--- src/rtl/pong_score.sv ---
// pong_score: Pong scoreboard stage.
//
// Counts points from the wall-collision levels (one point per rising edge),
// keeps a two-digit BCD score per player, flags the end of the match when a
// score reaches WIN_SCORE, and renders both scores as seven-segment digits
// into a registered pixel-draw bit.
//
// Ports:
//   clk_pix    in   pixel clock, the only clock
//   rst        in   synchronous active-high reset
//   clear      in   start a new match (zero scores, drop game_over)
//   pt_p1      in   level, rises when player 1 scores
//   pt_p2      in   level, rises when player 2 scores
//   sx, sy     in   current screen coordinate (CORDW bits each)
//   score_p1   out  player-1 score, BCD {tens, units}
//   score_p2   out  player-2 score, BCD {tens, units}
//   game_over  out  high once either score has reached WIN_SCORE
//   winner     out  0 = player 1, 1 = player 2; meaningful while game_over
//   score_draw out  current pixel (one cycle ago) lies on a lit segment
module pong_score #(
    parameter int CORDW     = 10,
    parameter int WIN_SCORE = 11,
    parameter int DIG_W     = 20,
    parameter int DIG_H     = 36,
    parameter int SEG_T     = 4,
    parameter int DIG_GAP   = 8,
    parameter int P1_X      = 232,
    parameter int P2_X      = 360,
    parameter int DIG_Y     = 16
) (
    input  logic             clk_pix,
    input  logic             rst,
    input  logic             clear,
    input  logic             pt_p1,
    input  logic             pt_p2,
    input  logic [CORDW-1:0] sx,
    input  logic [CORDW-1:0] sy,
    output logic [7:0]       score_p1,
    output logic [7:0]       score_p2,
    output logic             game_over,
    output logic             winner,
    output logic             score_draw
);

    // One extra bit so box-edge sums and differences never wrap into range.
    localparam int CW = CORDW + 1;

    localparam logic [6:0]    WIN_L   = 7'(WIN_SCORE);
    localparam logic [CW-1:0] Y0_L    = CW'(DIG_Y);
    localparam logic [CW-1:0] W_L     = CW'(DIG_W);
    localparam logic [CW-1:0] H_L     = CW'(DIG_H);
    localparam logic [CW-1:0] T_L     = CW'(SEG_T);
    localparam logic [CW-1:0] W_MIN_T = CW'(DIG_W - SEG_T);
    localparam logic [CW-1:0] H_MIN_T = CW'(DIG_H - SEG_T);
    localparam logic [CW-1:0] MID_LO  = CW'(DIG_H / 2 - SEG_T / 2);
    localparam logic [CW-1:0] MID_HI  = CW'(DIG_H / 2 + SEG_T / 2);

    // ------------------------------------------------------------------
    // Score keeping
    // ------------------------------------------------------------------
    logic       prev_p1_reg, prev_p2_reg;
    logic [7:0] score_p1_reg, score_p2_reg;
    logic [7:0] score_p1_next, score_p2_next;
    logic       game_over_reg, winner_reg;
    logic       edge_p1, edge_p2;
    logic       p1_at_win, p2_at_win;
    logic       point_ok;

    function automatic logic [7:0] bcd_inc(input logic [7:0] v);
        if (v[3:0] == 4'd9) begin
            return {v[7:4] + 4'd1, 4'd0};
        end else begin
            return {v[7:4], v[3:0] + 4'd1};
        end
    endfunction

    function automatic logic [6:0] bcd_val(input logic [7:0] v);
        return 7'(v[7:4]) * 7'd10 + 7'(v[3:0]);
    endfunction

    assign edge_p1   = pt_p1 & ~prev_p1_reg;
    assign edge_p2   = pt_p2 & ~prev_p2_reg;
    assign p1_at_win = (bcd_val(score_p1_reg) == WIN_L);
    assign p2_at_win = (bcd_val(score_p2_reg) == WIN_L);

    // game_over is registered one cycle after the winning increment; points
    // are already refused in that gap so a score can never pass WIN_SCORE.
    assign point_ok = ~game_over_reg & ~p1_at_win & ~p2_at_win;

    always_comb begin
        score_p1_next = score_p1_reg;
        score_p2_next = score_p2_reg;
        if (point_ok) begin
            // Simultaneous edges are a draw: neither side scores.
            if (edge_p1 && !edge_p2) begin
                score_p1_next = bcd_inc(score_p1_reg);
            end else if (edge_p2 && !edge_p1) begin
                score_p2_next = bcd_inc(score_p2_reg);
            end
        end
    end

    always_ff @(posedge clk_pix) begin
        if (rst) begin
            // History resets high: a level already up at reset never scores.
            prev_p1_reg   <= 1'b1;
            prev_p2_reg   <= 1'b1;
            score_p1_reg  <= 8'h00;
            score_p2_reg  <= 8'h00;
            game_over_reg <= 1'b0;
            winner_reg    <= 1'b0;
        end else if (clear) begin
            // Track the current levels so clearing never leaves a false edge.
            prev_p1_reg   <= pt_p1;
            prev_p2_reg   <= pt_p2;
            score_p1_reg  <= 8'h00;
            score_p2_reg  <= 8'h00;
            game_over_reg <= 1'b0;
            winner_reg    <= 1'b0;
        end else begin
            prev_p1_reg  <= pt_p1;
            prev_p2_reg  <= pt_p2;
            score_p1_reg <= score_p1_next;
            score_p2_reg <= score_p2_next;
            if (!game_over_reg && (p1_at_win || p2_at_win)) begin
                game_over_reg <= 1'b1;
                winner_reg    <= p2_at_win;
            end
        end
    end

    // ------------------------------------------------------------------
    // Seven-segment rendering
    // ------------------------------------------------------------------
    // Segment bit order {a,b,c,d,e,f,g} = bits [6:0].
    function automatic logic [6:0] seg_decode(input logic [3:0] d);
        logic [6:0] s;
        case (d)
            4'd0:    s = 7'b1111110;
            4'd1:    s = 7'b0110000;
            4'd2:    s = 7'b1101101;
            4'd3:    s = 7'b1111001;
            4'd4:    s = 7'b0110011;
            4'd5:    s = 7'b1011011;
            4'd6:    s = 7'b1011111;
            4'd7:    s = 7'b1110000;
            4'd8:    s = 7'b1111111;
            4'd9:    s = 7'b1111011;
            default: s = 7'b0000000;
        endcase
        return s;
    endfunction

    logic [CW-1:0] sx_ext, sy_ext;
    logic [3:0]    digit_val [4];
    logic [3:0]    digit_blank;
    logic [3:0]    digit_hit;
    logic          score_draw_reg;

    assign sx_ext = {1'b0, sx};
    assign sy_ext = {1'b0, sy};

    // Digit order: p1 tens, p1 units, p2 tens, p2 units.
    assign digit_val[0] = score_p1_reg[7:4];
    assign digit_val[1] = score_p1_reg[3:0];
    assign digit_val[2] = score_p2_reg[7:4];
    assign digit_val[3] = score_p2_reg[3:0];

    // Leading-zero suppression on the tens digits only.
    assign digit_blank[0] = (score_p1_reg[7:4] == 4'd0);
    assign digit_blank[1] = 1'b0;
    assign digit_blank[2] = (score_p2_reg[7:4] == 4'd0);
    assign digit_blank[3] = 1'b0;

    generate
        for (genvar gi = 0; gi < 4; gi++) begin : g_digit
            localparam int BOX_X = ((gi < 2) ? P1_X : P2_X)
                                 + (((gi % 2) == 1) ? (DIG_W + DIG_GAP) : 0);
            localparam logic [CW-1:0] X0_L = CW'(BOX_X);

            logic [CW-1:0] rel_x, rel_y;
            logic          in_box;
            logic [6:0]    seg_area;
            logic [6:0]    seg_lit;

            assign rel_x  = sx_ext - X0_L;
            assign rel_y  = sy_ext - Y0_L;
            assign in_box = (sx_ext >= X0_L) && (rel_x < W_L)
                         && (sy_ext >= Y0_L) && (rel_y < H_L);

            // Horizontal segments span the full box width, so in_box already
            // bounds their x range.
            assign seg_area[6] = (rel_y < T_L);                         // a
            assign seg_area[5] = (rel_x >= W_MIN_T) && (rel_y < MID_HI); // b
            assign seg_area[4] = (rel_x >= W_MIN_T) && (rel_y >= MID_LO);// c
            assign seg_area[3] = (rel_y >= H_MIN_T);                    // d
            assign seg_area[2] = (rel_x < T_L) && (rel_y >= MID_LO);    // e
            assign seg_area[1] = (rel_x < T_L) && (rel_y < MID_HI);     // f
            assign seg_area[0] = (rel_y >= MID_LO) && (rel_y < MID_HI); // g

            assign seg_lit = digit_blank[gi] ? 7'b0000000 : seg_decode(digit_val[gi]);

            assign digit_hit[gi] = in_box && ((seg_area & seg_lit) != 7'b0000000);
        end
    endgenerate

    always_ff @(posedge clk_pix) begin
        if (rst) begin
            score_draw_reg <= 1'b0;
        end else begin
            score_draw_reg <= |digit_hit;
        end
    end

    assign score_p1   = score_p1_reg;
    assign score_p2   = score_p2_reg;
    assign game_over  = game_over_reg;
    assign winner     = winner_reg;
    assign score_draw = score_draw_reg;

endmodule

--- config.mk ---
export PLATFORM = sky130hd
export DESIGN_NAME = pong_score
export DESIGN_NICKNAME = d
export VERILOG_FILES = /design/src/rtl/pong_score.sv
export SDC_FILE = /design/constraint.sdc
export NUM_CORES = 1
export LEC_CHECK = 0
export CAP_MARGIN = 40
export CORE_MARGIN = 2
export CORE_UTILIZATION = 57
export DETAILED_ROUTE_END_ITERATION = 6
export PLACE_DENSITY = 0.84
export SLEW_MARGIN = 20
export SYNTH_ARGS = -nofsm -noshare
export SYNTH_HDL_FRONTEND = slang
export SYNTH_SLANG_ARGS = --single-unit
--- constraint.sdc ---
create_clock -name clk_pix -period 4.9 [get_ports clk_pix]
set_input_delay 0.735 -clock clk_pix [delete_from_list [all_inputs] [get_ports clk_pix]]
set_output_delay 0.735 -clock clk_pix [all_outputs]
set_load 0.01 [all_outputs]
Yosys cells after proc, flatten, opt, wreduce, memory -nomap -nowiden

Memory sizes are Yosys's and may differ from the RTL's. A register that Yosys moved wholly into a read port is not among the register bits.
Index checks and enable logic that the tools add are counted.

Bits in latches: 0
Memories kept: 4
Logic and storage cells: 130
RAM bits: 0
ROM bits: 448
Bits in registers: 21

Reductions and logical operators: 52
Muxes and demuxes: 12
Div/mod/pow operators: 0
Bitwise logic cells: 14
Equality and inequality tests: 4
$add $sub $neg: 11
Multipliers: 2
Order comparisons: 22
Shifts and indexed selects: 0

Memories:

| name            | depth | bits a word | rd ports | clocked after memory_dff | write ports | line | text |
|---|---|---|---|---|---|---|---|
| (no name shown) | 16    | 7           | 1        | 1                        | 0           | 138  | `case (d)` |
| (no name shown) | 16    | 7           | 1        | 1                        | 0           | 138  |  |
| (no name shown) | 16    | 7           | 1        | 1                        | 0           | 138  |  |
| (no name shown) | 16    | 7           | 1        | 1                        | 0           | 138  |  |

Operators by type and width:

| cell                  | count |
|---|---|
| $ge 11x5->1 const B   | 5 |
| $lt 11x3->1 const B   | 5 |
| $lt 11x5->1 const B   | 5 |
| $mux 4                | 10 |
| $logic_and 1x1->1     | 36 |
| $sub 10x9->11 const B | 3 |
| $ge 10x9->1 const B   | 3 |
| $and 7x7->7           | 4 |
| $reduce_bool 7->1     | 4 |
| $add 4x1->4 const B   | 4 |
| $add 7x4->7           | 2 |
| $eq 7x4->1 const B    | 2 |
| $mux 7                | 2 |
| $mul 4x3->6 const B   | 2 |
| $ge 11x6->1 const B   | 1 |
| $lt 11x6->1 const B   | 1 |
| $sub 10x5->11 const B | 1 |
| $sub 10x8->11 const B | 1 |
| $ge 10x5->1 const B   | 1 |
| $ge 10x8->1 const B   | 1 |
| $eq 4x4->1 const B    | 2 |
| $logic_not 4->1       | 2 |
| $not 1->1             | 6 |
| $reduce_and 3->1      | 2 |
| other kinds (7)       | 12 |

Logic depth before layout (Yosys ltp)

Depth in word-level cells: 9
Mapped depth: 19
Gate-level depth less buffers: 17

Worst setup path after synthesis

OpenSTA, ideal clock, no wires.

Kind: reg2reg
From: register score_p1_reg[2], in the netlist score_p1[2]
To: register, netlist name g_digit[1].seg_lit[1]
Cell stages (with the launch flop): 18
Setup time: 0.127 ns
Required time: 4.773 ns
Slack: 0.918 ns
Arrival: 3.855 ns
Buffers on the path: 3
Path through: dfxtp_1 clkbuf_1 inv_1 fa_1 nand3_1 or4_4 o21a_1 and3_1 buf_6 buf_2 nor2_1 a21oi_1 nor2_1 inv_1 ha_1 a32oi_1 o21ai_0 or3_1

Longest elaborated chain between the ends: 8
Elaborated cells between the ends (all ways): 11
Those cells by class: add/sub: 2; eq/ne: 2; mux: 3; bitwise: 3; reduce/logical: 1

RTL lines:

| what                                     | line | text |
|---|---|---|
| from (decl)                              | 62   | `logic [7:0] score_p1_reg, score_p2_reg;` |
| from (signal assigned)                   | 123  | `score_p1_reg <= score_p1_next;` |
| $add 7x4->7                              | 78   | `return 7'(v[7:4]) * 7'd10 + 7'(v[3:0]);` |
| $eq 7x4->1                               | 83   | `assign p1_at_win = (bcd_val(score_p1_reg) == WIN_L);` |
| $not 1->1                                | 88   | `assign point_ok = ~game_over_reg & ~p1_at_win & ~p2_at_win;` |
| $and 1x1->1 (2 in a row)                 | 88   |  |
| $reduce_and 2->1 (no source line)        | -    |  |
| $mux 4 (no source line) (*) (2 in a row) | -    |  |

Every way passes the cells marked *; elsewhere a longest branch is shown, timed or not.
A chain may end at the register's enable or synchronous reset.

Worst setup path in the final report

From: register score_p1_reg[1], in the netlist score_p1[1]
To: register, netlist name g_digit[1].seg_lit[1]

Longest elaborated chain between the ends: 8
Elaborated cells between the ends (all ways): 11
Those cells by class: add/sub: 2; eq/ne: 2; mux: 3; bitwise: 3; reduce/logical: 1

RTL lines:

| what                                     | line |
|---|---|
| $add 7x4->7                              | 78 |
| $eq 7x4->1                               | 83 |
| $not 1->1                                | 88 |
| $and 1x1->1 (2 in a row)                 | 88 |
| $reduce_and 2->1 (no source line)        | - |
| $mux 4 (no source line) (*) (2 in a row) | - |

Marks and branches as above.

==> impl_metrics.py <==
metrics = {
    "detailed_routing": {
        "wl_per_cell_um": 15.4,
        "routed_wl_mm": 9.12,
        "drtIter0Drc": 252,
        "ant_nets": 0,
        "drc": 0,
        "dr.pass1.iters": 5,
        "via_count": 3560,
        "vias_per_cell": 6.02,
    },
    "setup_path": {
        "arrival_ns": 4.42,
        "cp.required_ns": 5.10,
        "crit_fanout": 17,
        "reg2reg_from": "score_p1[1]",
        "cp_num_buf_inv": 2,
        "startpoint_type": "flip-flop",
        "crit_type": "flip-flop to flip-flop",
        "path_cells": "ha_1 -> inv_1 -> fa_1 -> nand3_1 -> or4_4 -> o21a_1 -> and3_1 -> nor2_1 -> a21oi_1 -> nor2_1 -> inv_1 -> ha_1 -> o21ai_0 -> o21ai_0 -> or3_1",
        "end_kind": "flip-flop",
        "slowest_stage": "dfxtp_1",
        "max_stage_delay_ns": 0.60,
        "cp_top_family": "simple AND/OR/NAND/NOR gates",
        "startpoint": "score_p1[1]",
    },
    "cts": {
        "cts_hold_buffers": 0,
        "cts.sinks": 49,
        "cts_buffer_depth": 2,
        "cts.repair.resized": 0,
        "cts_tree": "built",
        "post_cts_buffers": 0,
        "clk_latency_ns": 0.32,
        "clk_pin_slew_ns": 0.10,
        "numCtsBuffers": 5,
        "cts_root_buffer": "clkbuf_8",
        "cts_max_level": 2,
    },
    "grt": {
        "grt_overflow": 0,
        "antenna_found_initial": 0,
        "track_usage": 0.257,
        "grt_pass1_wl_mm": 15.7,
        "grt_max_degree": 34,
        "grt_pass1_vias": 3497,
    },
    "logic_synthesis": {
        "synthAdderAreaFrac": 0.171,
        "synth.distinct_cells": 72,
        "synth_nets": 550,
        "synthMuxAreaShare": 0.0402,
        "synth_xor_area_frac": 0.0422,
        "async_flop_share": 0,
        "ys.flop_type": "dfxtp_1",
        "synth.area.top_cells": "dfxtp_1 25%, ha_1 15%, nor2_1 4.5%, inv_1 4.0%, mux2i_1 2.8%",
        "synthCells": 474,
        "ys.warnings.count": 0,
        "netlist_area_um2": 3920,
        "yosysTopAreaCell": "dfxtp_1",
        "synth_seq_cells": 49,
        "ys_seq_area_frac": 0.250,
        "synth_top_family_by_area": "simple AND/OR/NAND/NOR gates",
        "synth_edf_count": 0,
        "syn_avg_cell_area_um2": 8.26,
        "yosysTopAreaCellShare": 0.250,
        "synth_simple_gate_area_frac": 0.242,
        "synth_compound_area_frac": 0.195,
    },
    "sta": {
        "hold_viol_final": 0,
        "fin_crit_ns": 4.22,
        "worstMarginPinSlew_ns": 0.879,
        "rsz0062_at_grt": "false",
        "clock_skew_ns": 0.0107,
        "drv_slew": 0,
        "setup_viol": 0,
        "period_share": 0.862,
        "setup_tns_ns": 0,
        "relSlewSlack": 0.409,
        "fmax_mhz": 237,
    },
    "die": {
        "die_h_um": 86.9,
        "rows": 30,
        "die_area_um2": 7550,
        "dieWidth_um": 86.9,
        "core-area_um2": 6720,
        "ioPinCount": 44,
        "initial_core_util": 0.583,
    },
    "finish": {
        "seqCellArea_um2": 981,
        "multi_input_area_um2": 2700,
        "final_core_util": 0.667,
        "antennaDiodeCount": 0,
        "layout-drive-gt1-share": 0.0548,
        "layout.nets": 586,
        "syn2layout_area_growth_pct": 14.4,
        "fin_area_um2": 4480,
        "n_fill_cell": 575,
    },
    "worst_hold_path": {
        "hold_class": "flip-flop to flip-flop",
        "hold_start": "winner",
    },
    "placement": {
        "place.port_buffers": 43,
        "gp_congestion": 0.905,
        "place_area_um2": 4390,
        "dp_hpwl_mm": 7.07,
    },
    "power": {
        "leakage_nw": 1.77,
        "power_mw": 0.746,
        "p_per_area_nw_per_um2": 167,
        "peakVddDrop_mv": 0.102,
    },
    "run": {
        "cap_violations": 0,
    },
    "outcome": {
        "status": "finished clean",
    },
}
-- metal layers --
| metal | global-route usage | wire length [um] | share of wire |
|---|---|---|---|
| met4 | 0.0881 | 223 | 0.024 |
| met3 | 0.0332 | 329 | 0.036 |
| met2 | 0.450 | 4590 | 0.50 |
| met1 | 0.324 | 3980 | 0.44 |
| met5 | 0 | 0 | 0 |
-- cell usage in the layout (no fill, tap or decap), types with 7 or more instances in the layout --
cell type / n
a22o_1: 8
nand2b_1: 7
mux2i_1: 11
xnor2_1: 8
nand2_1: 29
nor3_1: 12
dfxtp_1: 49
a21oi_1: 18
inv_1: 42
o21ai_0: 17
nor2_1: 47
nand3_1: 20
ha_1: 47
clkdlybuf4s50_1: 43
nor2b_1: 11
xor2_1: 9
-- worst reg2reg max path, delay by kind of cell (launching register included) --
family | cells | cell delay, ns
compound gates | 4 | 0.52
buf+inv | 2 | 0.19
flops | 1 | 0.60
fa+ha+maj | 3 | 0.99
simple gates | 6 | 1.80
-- per-stage QoR --
step | worst slack [ns] | hold slack (ns) | cells
final | 0.678 | 0.476 | 591
after global routing | 0.287 | 0.528 | 591
after CTS | 0.692 | 0.479 | 591
after detailed placement | 0.660 | 0.463 | 583
after global placement | 0.716 | 0.470 | 583
after floorplan | 0.918 | 0.483 | 474
-- kinds of logic after synthesis --
logic type               after synthesis
AND/OR/NAND/NOR                      179
AO/OA/AOI/OAI                        105
buffers and inverters                 58
adder cells (fa/ha/maj)               51
flip-flops                            49
XOR/XNOR                              18
multiplexers                          14
-- where the power goes --
group / leakage, nW / total, mW / internal (mW) / switching (mW)
registers: 0.396 / 0.401 / 0.400 / 0.00105
logic: 1.33 / 0.0872 / 0.0404 / 0.0468
clock network: 0.0452 / 0.258 / 0.104 / 0.154
total: 1.77 / 0.746 / 0.545 / 0.201
-- layout make-up --
cell class                 count  share of cell area
tap                           80              0.0223
clock buffer                   5              0.0154
multi-input combinational    367               0.603
inverter                      42              0.0352
timing repair buffer          45              0.0994
sequential                    49               0.219
clock inverter                 3             0.00559
-- synth_stat cells (4+ instances only) --
| cell | instances |
|---|---|
| nor2b_1 | 11 |
| fa_1 | 4 |
| a22oi_1 | 4 |
| xnor2_1 | 8 |
| inv_1 | 42 |
| xor2_1 | 9 |
| a31oi_1 | 6 |
| mux2i_1 | 11 |
| o21a_1 | 5 |
| nand3_1 | 20 |
| nand2_1 | 29 |
| o32ai_1 | 4 |
| nor4_1 | 5 |
| or3_1 | 6 |
| a21o_1 | 4 |
| nor3b_1 | 6 |
| nor3_1 | 12 |
| ha_1 | 47 |
| dfxtp_1 | 49 |
| nand2b_1 | 7 |
| a21oi_1 | 18 |
| o21ai_0 | 17 |
| nand3b_1 | 6 |
| a22o_1 | 8 |
| or2_2 | 6 |
| nor2_1 | 47 |
| clkbuf_1 | 12 |
| and2_1 | 5 |
-- worst paths after layout --
kind,to,slack [ns],cells after the start
setup / recovery,g_digit[1].seg_lit[1],0.68,15
hold / removal,winner,0.48,2
setup reg to reg,g_digit[1].seg_lit[1],0.68,15
hold reg to reg,winner,0.48,2
Note: power is estimated with default switching activity, not from simulation.
